<file path="src/rtl/keyv_delay_cfg_pkg.sv">
// Shared keyring definitions: delay-line length, stage and controller-state
// enums, and the thermometer-code helper used for reset defaults.
package keyv_delay_cfg_pkg;

    localparam int KEYRING_L = 30;

    typedef logic [KEYRING_L-1:0] t_keyring_delay;

    typedef enum logic [2:0] {F, D, R, E, M, W, MU} t_delay_stage;

    typedef enum logic [2:0] {IDLE, REQ, APPLY, SETTLE, RELEASE} t_cfg_state;

    // Ones fill from the MSB downward; values beyond the line length saturate.
    function automatic t_keyring_delay to_thermometer(input int val);
        t_keyring_delay t;
        int v;
        v = (val > KEYRING_L) ? KEYRING_L : val;
        t = '0;
        for (int i = 0; i < KEYRING_L; i++) begin
            if (i >= KEYRING_L - v) t[i] = 1'b1;
        end
        return t;
    endfunction

endpackage

</file>
<file path="src/rtl/keyv_delay_cfg_therm.sv">
// Combinational clamp and thermometer encoder: VAL_W-bit delay count to a
// KEYRING_L-bit code with the ones packed against the MSB.
module keyv_therm_enc #(
    parameter int KEYRING_L = 30,
    parameter int VAL_W     = 5
) (
    input  logic [VAL_W-1:0]     val,
    output logic [KEYRING_L-1:0] therm
);

    int clamped;

    always_comb begin
        clamped = (int'(val) > KEYRING_L) ? KEYRING_L : int'(val);
        therm   = '0;
        for (int i = 0; i < KEYRING_L; i++) begin
            if (i >= KEYRING_L - clamped) therm[i] = 1'b1;
        end
    end

endmodule

</file>
<file path="src/rtl/keyv_delay_cfg.sv">
// Run-time delay-line configuration controller: quiesces the core through a
// hold handshake, then rewrites one stage's thermometer-coded delay.
module keyv_delay_cfg #(
    parameter int KEYRING_L     = keyv_delay_cfg_pkg::KEYRING_L,
    parameter int N_STAGES      = 7,
    parameter int VAL_W         = 5,
    parameter logic [N_STAGES*KEYRING_L-1:0] RESET_DELAYS =
        {N_STAGES{keyv_delay_cfg_pkg::to_thermometer(1)}},
    parameter int SETTLE_CYCLES = 4,
    parameter int ACK_TIMEOUT   = 64
) (
    input  logic                            clk,
    input  logic                            rst,
    input  logic                            cfg_valid,
    output logic                            cfg_ready,
    input  logic [2:0]                      cfg_stage,
    input  logic [VAL_W-1:0]                cfg_val,
    output logic                            cfg_err,
    output logic                            busy,
    output logic                            hold_req,
    input  logic                            hold_ack,
    output logic [N_STAGES*KEYRING_L-1:0]   delay_o
);

    import keyv_delay_cfg_pkg::*;

    localparam int TO_W = $clog2(ACK_TIMEOUT + 1);
    localparam int ST_W = $clog2(SETTLE_CYCLES + 1);
    localparam logic [TO_W-1:0] TO_LAST     = TO_W'(ACK_TIMEOUT - 1);
    localparam logic [ST_W-1:0] SETTLE_LOAD = ST_W'(SETTLE_CYCLES - 1);

    t_cfg_state             state_q, state_n;
    logic [2:0]             stage_q;
    logic [VAL_W-1:0]       val_q;
    logic [TO_W-1:0]        to_cnt_q;
    logic [ST_W-1:0]        settle_q;
    logic                   accept;
    logic                   err_n;
    logic [KEYRING_L-1:0]   therm;

    keyv_therm_enc #(
        .KEYRING_L (KEYRING_L),
        .VAL_W     (VAL_W)
    ) u_therm (
        .val   (val_q),
        .therm (therm)
    );

    always_comb begin
        state_n = state_q;
        err_n   = 1'b0;
        accept  = 1'b0;
        case (state_q)
            IDLE: begin
                if (cfg_valid && cfg_ready) begin
                    accept = 1'b1;
                    if (int'(cfg_stage) >= N_STAGES) err_n = 1'b1;
                    else                             state_n = REQ;
                end
            end
            REQ: begin
                if (hold_ack) begin
                    state_n = APPLY;
                end else if (to_cnt_q == TO_LAST) begin
                    state_n = RELEASE;
                    err_n   = 1'b1;
                end
            end
            APPLY:   state_n = SETTLE;
            SETTLE:  if (settle_q == '0) state_n = RELEASE;
            RELEASE: if (!hold_ack) state_n = IDLE;
            default: state_n = IDLE;
        endcase
    end

    // Handshake outputs are registered from the next state so they line up
    // with the state they describe.
    always_ff @(posedge clk) begin
        if (rst) begin
            state_q   <= IDLE;
            stage_q   <= '0;
            val_q     <= '0;
            to_cnt_q  <= '0;
            settle_q  <= '0;
            delay_o   <= RESET_DELAYS;
            hold_req  <= 1'b0;
            cfg_ready <= 1'b1;
            busy      <= 1'b0;
            cfg_err   <= 1'b0;
        end else begin
            state_q   <= state_n;
            hold_req  <= (state_n == REQ) || (state_n == APPLY) || (state_n == SETTLE);
            cfg_ready <= (state_n == IDLE);
            busy      <= (state_n != IDLE);
            cfg_err   <= err_n;

            if (accept) begin
                stage_q <= cfg_stage;
                val_q   <= cfg_val;
            end

            if (state_q == REQ) to_cnt_q <= to_cnt_q + TO_W'(1);
            else                to_cnt_q <= '0;

            // Loading one less than the settle length keeps SETTLE at exactly
            // SETTLE_CYCLES cycles, since the zero count is itself a cycle.
            if (state_q == APPLY)       settle_q <= SETTLE_LOAD;
            else if (state_q == SETTLE) settle_q <= settle_q - ST_W'(1);

            if (state_q == APPLY) begin
                for (int i = 0; i < N_STAGES; i++) begin
                    if (stage_q == 3'(i)) delay_o[i*KEYRING_L +: KEYRING_L] <= therm;
                end
            end
        end
    end

endmodule
</file>
<file path="config.mk">
export PLATFORM = sky130hd
export DESIGN_NAME = keyv_delay_cfg
export DESIGN_NICKNAME = d
export VERILOG_FILES = /design/src/rtl/keyv_delay_cfg_pkg.sv /design/src/rtl/keyv_delay_cfg_therm.sv /design/src/rtl/keyv_delay_cfg.sv
export SDC_FILE = /design/constraint.sdc
export NUM_CORES = 1
export LEC_CHECK = 0
export BUFFER_PORTS_ARGS = -buffer_cell sky130_fd_sc_hd__buf_2
export CORE_MARGIN = 2
export CORE_UTILIZATION = 25
export DETAILED_ROUTE_END_ITERATION = 10
export GPL_ROUTABILITY_DRIVEN = 0
export GPL_TIMING_DRIVEN = 0
export PLACE_DENSITY = 0.49
export SLEW_MARGIN = 20
export SYNTH_ARGS = -nofsm -noshare
export SYNTH_HDL_FRONTEND = slang
export SYNTH_HIERARCHICAL = 1
export SYNTH_SLANG_ARGS = --single-unit
</file>
<file path="constraint.sdc">
create_clock -name clk -period 3.14 [get_ports clk]
set_input_delay 0.628 -clock clk [delete_from_list [all_inputs] [get_ports clk]]
set_output_delay 0.628 -clock clk [all_outputs]
set_load 0.05 [all_outputs]
</file>
Yosys cells after proc, flatten, opt, wreduce, memory -nomap -nowiden --
Index checks and enable logic that the tools add are counted.
Storage, ports and cells: register bits 235, input bits 12, output and inout bits 214
Operators by class: $add $sub $neg 3, magnitude comparators 32, equality and inequality tests 14, multiplexer cells 47, bitwise operators 1, reduce and logical (&&, ||, !) cells 18
Operator list (number):
- 6-bit by 32-bit greater-or-equal comparator with 1-bit output (first input constant) | 14
- 5-bit by 32-bit greater-or-equal comparator with 1-bit output (first input constant) | 8
- 4-bit by 32-bit greater-or-equal comparator with 1-bit output (first input constant) | 4
- 3-bit by 32-bit greater-or-equal comparator with 1-bit output (first input constant) | 2
- 1-bit two-way mux | 36
- 1-bit by 32-bit greater-or-equal comparator with 1-bit output (first input constant) | 1
- 2-bit by 32-bit greater-or-equal comparator with 1-bit output (first input constant) | 1
- 6-bit by 32-bit subtractor with 32-bit output (first input constant) | 1
- 3-bit by 2-bit equality test with 1-bit output (second input constant) | 6
- 3-bit two-way mux | 6
- 3-bit case mux with 5 select lines | 1
- 2-bit AND reduction | 7
- 3-bit equality test (second input constant) | 4
- 3-bit zero test | 4
- 3-bit by 1-bit equality test with 1-bit output (second input constant) | 3
- 7-bit by 1-bit adder with 7-bit output (second input constant) | 1
- 7-bit by 6-bit equality test with 1-bit output (second input constant) | 1
- 5-bit > comparator (second input constant) | 1
- 5-bit two-way mux | 1
- 2-bit two-way mux | 2
- 2-bit OR reduction | 2
- 3-bit greater-or-equal comparator (second input constant) | 1
- 3-bit nonzero test | 1
- 3-bit by 1-bit subtractor with 3-bit output (second input constant) | 1
- 5 further kinds | 6

Depth between registers and ports, before layout --
depth in word-level cells 7, depth in mapped cells 12, gate-level depth less buffers 10

By module --
Netlist, hierarchy kept.
Modules (own cells, without submodules):
- keyv_delay_cfg | instances 1, cells an instance 1104, area an instance 9306.4 µm²
- keyv_therm_enc | instances 1, cells an instance 78, area an instance 481.7 µm²

Worst setup path after synthesis --
No wires, ideal clock.
kind reg-to-reg, start reg val_q[1], end reg delay_o[127], setup time 0.070 ns, arrival 2.364 ns, slack 0.706 ns, stages on the path, launching flop included 9, period minus slack after synthesis 2.434 ns, path through dfxtp_1 > buf_6 > dlygate4sd3_1 > ha_1 > buf_2 > nand2_1 > o41ai_1 > nand4_1 > a21oi_1
Between the ends: word-level cells in the longest chain between the ends 5
RTL lines:
- start, declared | RTL line keyv_delay_cfg.sv:34 | logic [VAL_W-1:0] val_q;
- start signal, assigned | RTL line keyv_delay_cfg.sv:99 | val_q <= cfg_val;
- 5-bit > comparator | RTL line keyv_delay_cfg_therm.sv:14 | clamped = (int'(val) > KEYRING_L) ? KEYRING_L : int'(val);
- 5-bit two-way mux (*) | RTL line keyv_delay_cfg_therm.sv:14
- 6-bit by 32-bit subtractor with 32-bit output (*) | RTL line keyv_delay_cfg_therm.sv:17 | if (i >= KEYRING_L - clamped) therm[i] = 1'b1;
- 4-bit by 32-bit greater-or-equal comparator with 1-bit output (*) | RTL line keyv_delay_cfg_therm.sv:17
- 1-bit two-way mux (*) | RTL line keyv_delay_cfg_therm.sv:17
- via therm[7] | RTL line keyv_delay_cfg.sv:39 | logic [KEYRING_L-1:0] therm;
- end signal, assigned by index | RTL line keyv_delay_cfg.sv:112 | if (stage_q == 3'(i)) delay_o[i*KEYRING_L +: KEYRING_L] <= therm;
- end, declared | RTL line keyv_delay_cfg.sv:22 | output logic [N_STAGES*KEYRING_L-1:0] delay_o
Mark *: on every way through the listed nets, which the timed path passes. The rest lies on a longest branch. A chain may end at the register's enable or synchronous reset.

Worst setup path after layout --
start reg val_q[1], end reg delay_o[206]
Between the ends: word-level cells in the longest chain between the ends 5
RTL lines (RTL line):
- 5-bit > comparator | keyv_delay_cfg_therm.sv:14
- 5-bit two-way mux (*) | keyv_delay_cfg_therm.sv:14
- 6-bit by 32-bit subtractor with 32-bit output (*) | keyv_delay_cfg_therm.sv:17
- 6-bit by 32-bit greater-or-equal comparator with 1-bit output (*) | keyv_delay_cfg_therm.sv:17
- 1-bit two-way mux (*) | keyv_delay_cfg_therm.sv:17
- via therm[26] | keyv_delay_cfg.sv:39
Marks and branches as above.

==> results.rst <==
.. list-table::
   :header-rows: 1

   * - Metric
     - Value
   * - Critical hold path startpoint
     - cfg_val[1]
   * - Total half-perimeter wirelength after legalization and detailed placement
     - 32000 um
   * - Final-report setup violation count
     - 0
   * - Commonest cells after routing, fill and taps aside
     - buf_2 (267), dfxtp_1 (235), a21oi_1 (218)
   * - Most common library cell in the layout ignoring fill and taps
     - buf_2
   * - Worst-path maximum fanout
     - 10
   * - CTS tree
     - built
   * - Total number of clock tree sinks
     - 235
   * - Global routing usage on met2
     - 0.332
   * - Endpoint of the worst-slack reg-to-reg timing path
     - delay_o[206]
   * - Buffers from clock root to sink, at most
     - 3
   * - Skew-Pair Late Insertion Delay
     - 550 ps
   * - DRC Markers
     - 0
   * - Post-synth net total
     - 1200
   * - Fin crit share
     - 0.950
   * - Via Count
     - 10400
   * - Power per standard cell area
     - 575 mW/mm^2
   * - Number of instances on the worst hold path
     - 3
   * - Final period demand of the worst path
     - 2980 ps
   * - Synthesized flop and latch total
     - 235
   * - Clock transition at path regs
     - 60 ps
   * - Depth of the CTS H-tree
     - 1
   * - Sum of negative setup slack
     - 0 ps
   * - Fillers
     - 4129
   * - Share of layout cells above drive strength 1
     - 0.251
   * - Fmax
     - 335 MHz
   * - Num CTS Buffers
     - 27
   * - Top cells by area in the synthesized netlist
     - dfxtp_1 (48%), a21oi_1 (11%), nand3_1 (8.8%)
   * - Beginning of the critical path
     - val_q[1]
   * - Area of the core region
     - 0.0386 mm^2
   * - Crit end category
     - flip-flop
   * - Number of nets with antenna violations after detailed routing
     - 0
   * - Most used flip-flop cell after synthesis
     - dfxtp_1
   * - Path type of the worst setup path
     - reg -> reg
   * - Starting utilization of the core area
     - 0.253
   * - Count of final max-slew check failures
     - 0
   * - Worst IR Drop VDD
     - 335 uV
   * - Skew final
     - 17.2 ps
   * - Most crowded layer after global routing
     - met2
   * - Die outline area
     - 0.0408 mm^2
   * - Register-to-Register Setup Slack
     - 160 ps
   * - Data required time of the worst path
     - 3550 ps
   * - Slew of the pin with the lowest slew margin
     - 893 ps
   * - First-pass DRT Iterations
     - 5
   * - Max-capacitance violation count
     - 0
   * - Cts-stage hold buffer count
     - 0
   * - Area of the mapped netlist
     - 0.00979 mm^2
   * - Leak
     - 4.83 nW
   * - Number of enable flip-flop cells after synthesis
     - 0
   * - Initial antenna violation count
     - 0
   * - Number of distinct library cell variants in the gate-level netlist after synthesis
     - 59
   * - Initial DRC Count
     - 874
   * - Vias/cell
     - 5.23
   * - Post-DP Area
     - 0.0118 mm^2
   * - Result of the run
     - complete, no violations
   * - Count of standard-cell rows
     - 72
   * - Sequential cell area fraction in the yosys report
     - 0.481
   * - Routed length per instance
     - 22.3 um
   * - Number of warning messages in the yosys log
     - 6
   * - Die outline width
     - 202 um
   * - IO buf count
     - 223
   * - CP startpoint kind
     - flip-flop
   * - Largest area contributor in the netlist
     - dfxtp_1
   * - Syn Area/Cell
     - 8.28 um^2
   * - Ports
     - 226
   * - Final number of hold-violating endpoints
     - 0
   * - Global routing met3 resource utilization
     - 0.0550
   * - Cell count of the worst reg-to-reg path
     - 8
   * - Count of mapped cells out of synthesis
     - 1182
   * - Post-layout nets
     - 1472
   * - Area growth, synth to finish
     - 30.6%
   * - Final Cell Area
     - 0.0128 mm^2
   * - Share of flip-flops with an asynchronous set or reset after synthesis
     - 0
   * - Drt total wl
     - 44400 um
   * - Endpoint of the worst hold path
     - val_q[1]
   * - Overall power
     - 7.35 mW
   * - Origin of the critical flop-to-flop path
     - val_q[1]
   * - Overall overflow remaining after global route
     - 0
   * - Relative max-transition margin
     - 0.405
   * - Chip Height
     - 202 um
   * - Area share of the leading cell type in the synthesized netlist
     - 0.481
   * - Buffer cell driving the clock tree root
     - clkbuf_16
   * - Maximum number of pins on one net before global-route repair
     - 14
   * - All-Layer GR Usage
     - 0.207
   * - Number of global-route vias before repair
     - 9761
   * - Met1 Use GR
     - 0.271
   * - Global-route wire length before repair
     - 64000 um
   * - Path class of the lowest-slack min-delay path
     - in -> reg
   * - CP arrival
     - 3400 ps
cell families (layout without fill, tap and decap cells):
logic type      Yosys count  in the layout  synth area share
compound gates          473            473             0.263
simple gates            300            300             0.170
flops                   235            235             0.481
buf+inv                 158            451            0.0688
fa+ha+maj                 6              6           0.00767
xor+xnor                  6              6           0.00614
mux                       4              4           0.00422
other cells               0              1                 0
state kept, by name, summed over array words and instances (netlist names):
name	flops
settle_q	3
busy	1
cfg_ready	1
delay_o	210
state_q	3
val_q	5
hold_req	1
cfg_err	1
to_cnt_q	7
stage_q	3
cells in the mapped netlist, drive strengths merged, types with 2 or more instances:
library cell / count
inv: 13
nor4: 2
and3: 2
nor4b: 3
o31ai: 59
ha: 6
and2: 2
xnor2: 3
or3: 4
mux2i: 3
nor3: 3
a31oi: 6
xor2: 3
nor2: 17
nand2b: 3
o21ai: 171
nor2b: 4
clkbuf: 91
or2: 2
or4b: 4
clkinv: 3
nand2: 16
dfxtp: 235
buf: 50
nand4: 59
a21boi: 2
a21oi: 223
nand3: 172
and4b: 3
power by group:
group          internal [mW]  switching [mW]  total (mW)  leakage, nW
registers               3.02          0.0300        3.05         1.89
clock network           1.91            1.33        3.24        0.451
logic                  0.220           0.854        1.07         2.48
worst max-delay path: stages, from the launching register on:
cell	delay [ps]
dfxtp_1	320
buf_6	140
dlygate4sd3_1	580
ha_1	180
buf_2	170
o21ai_1	490
nand3_1	610
nand3_1	260
a21oi_1	90
worst max-delay path by stage:
stage                   end
5_1_grt         delay_o[46]
3_5_place_dp   delay_o[131]
2_1_floorplan  delay_o[127]
4_1_cts        delay_o[135]
3_3_place_gp   delay_o[187]
6_report       delay_o[206]
area by class of cell:
cell class / instances / area [um^2] / share of cell area
tap: 518 / 648 / 0.0507
multi-input combinational: 789 / 4530 / 0.355
timing repair buffer: 243 / 1310 / 0.102
clock inverter: 10 / 108 / 0.00842
buffer: 142 / 613 / 0.0480
clock buffer: 40 / 795 / 0.0622
inverter: 16 / 67.6 / 0.00529
antenna: 1 / 2.50 / 0.000196
sequential: 235 / 4700 / 0.368
metrics by stage:
stage               cells  hold slack (ps)  setup WS (ps)   util
floorplan            1182              418            706      -
global placement     1923              429          -1650  0.299
detailed placement   1938              446           -426  0.305
CTS                  1991              342            170  0.330
global route         1993              350         -0.628  0.331
finish               1994              355            156  0.331
per-layer routing:
layer	wire, um	part of all wire	up-vias
li1	-	-	4913
met1	18900	0.42	5045
met5	0	0	-
met2	20300	0.46	400
met3	3870	0.087	70
met4	1370	0.031	0
what timing repair did:
action,4_1_cts,5_1_grt
pin swaps,1,0
cloned,0,0
setup endpoints to repair,102,10
setup buffers,3,2
gates resized for setup,13,3
Power figures use the tool's default switching activity.
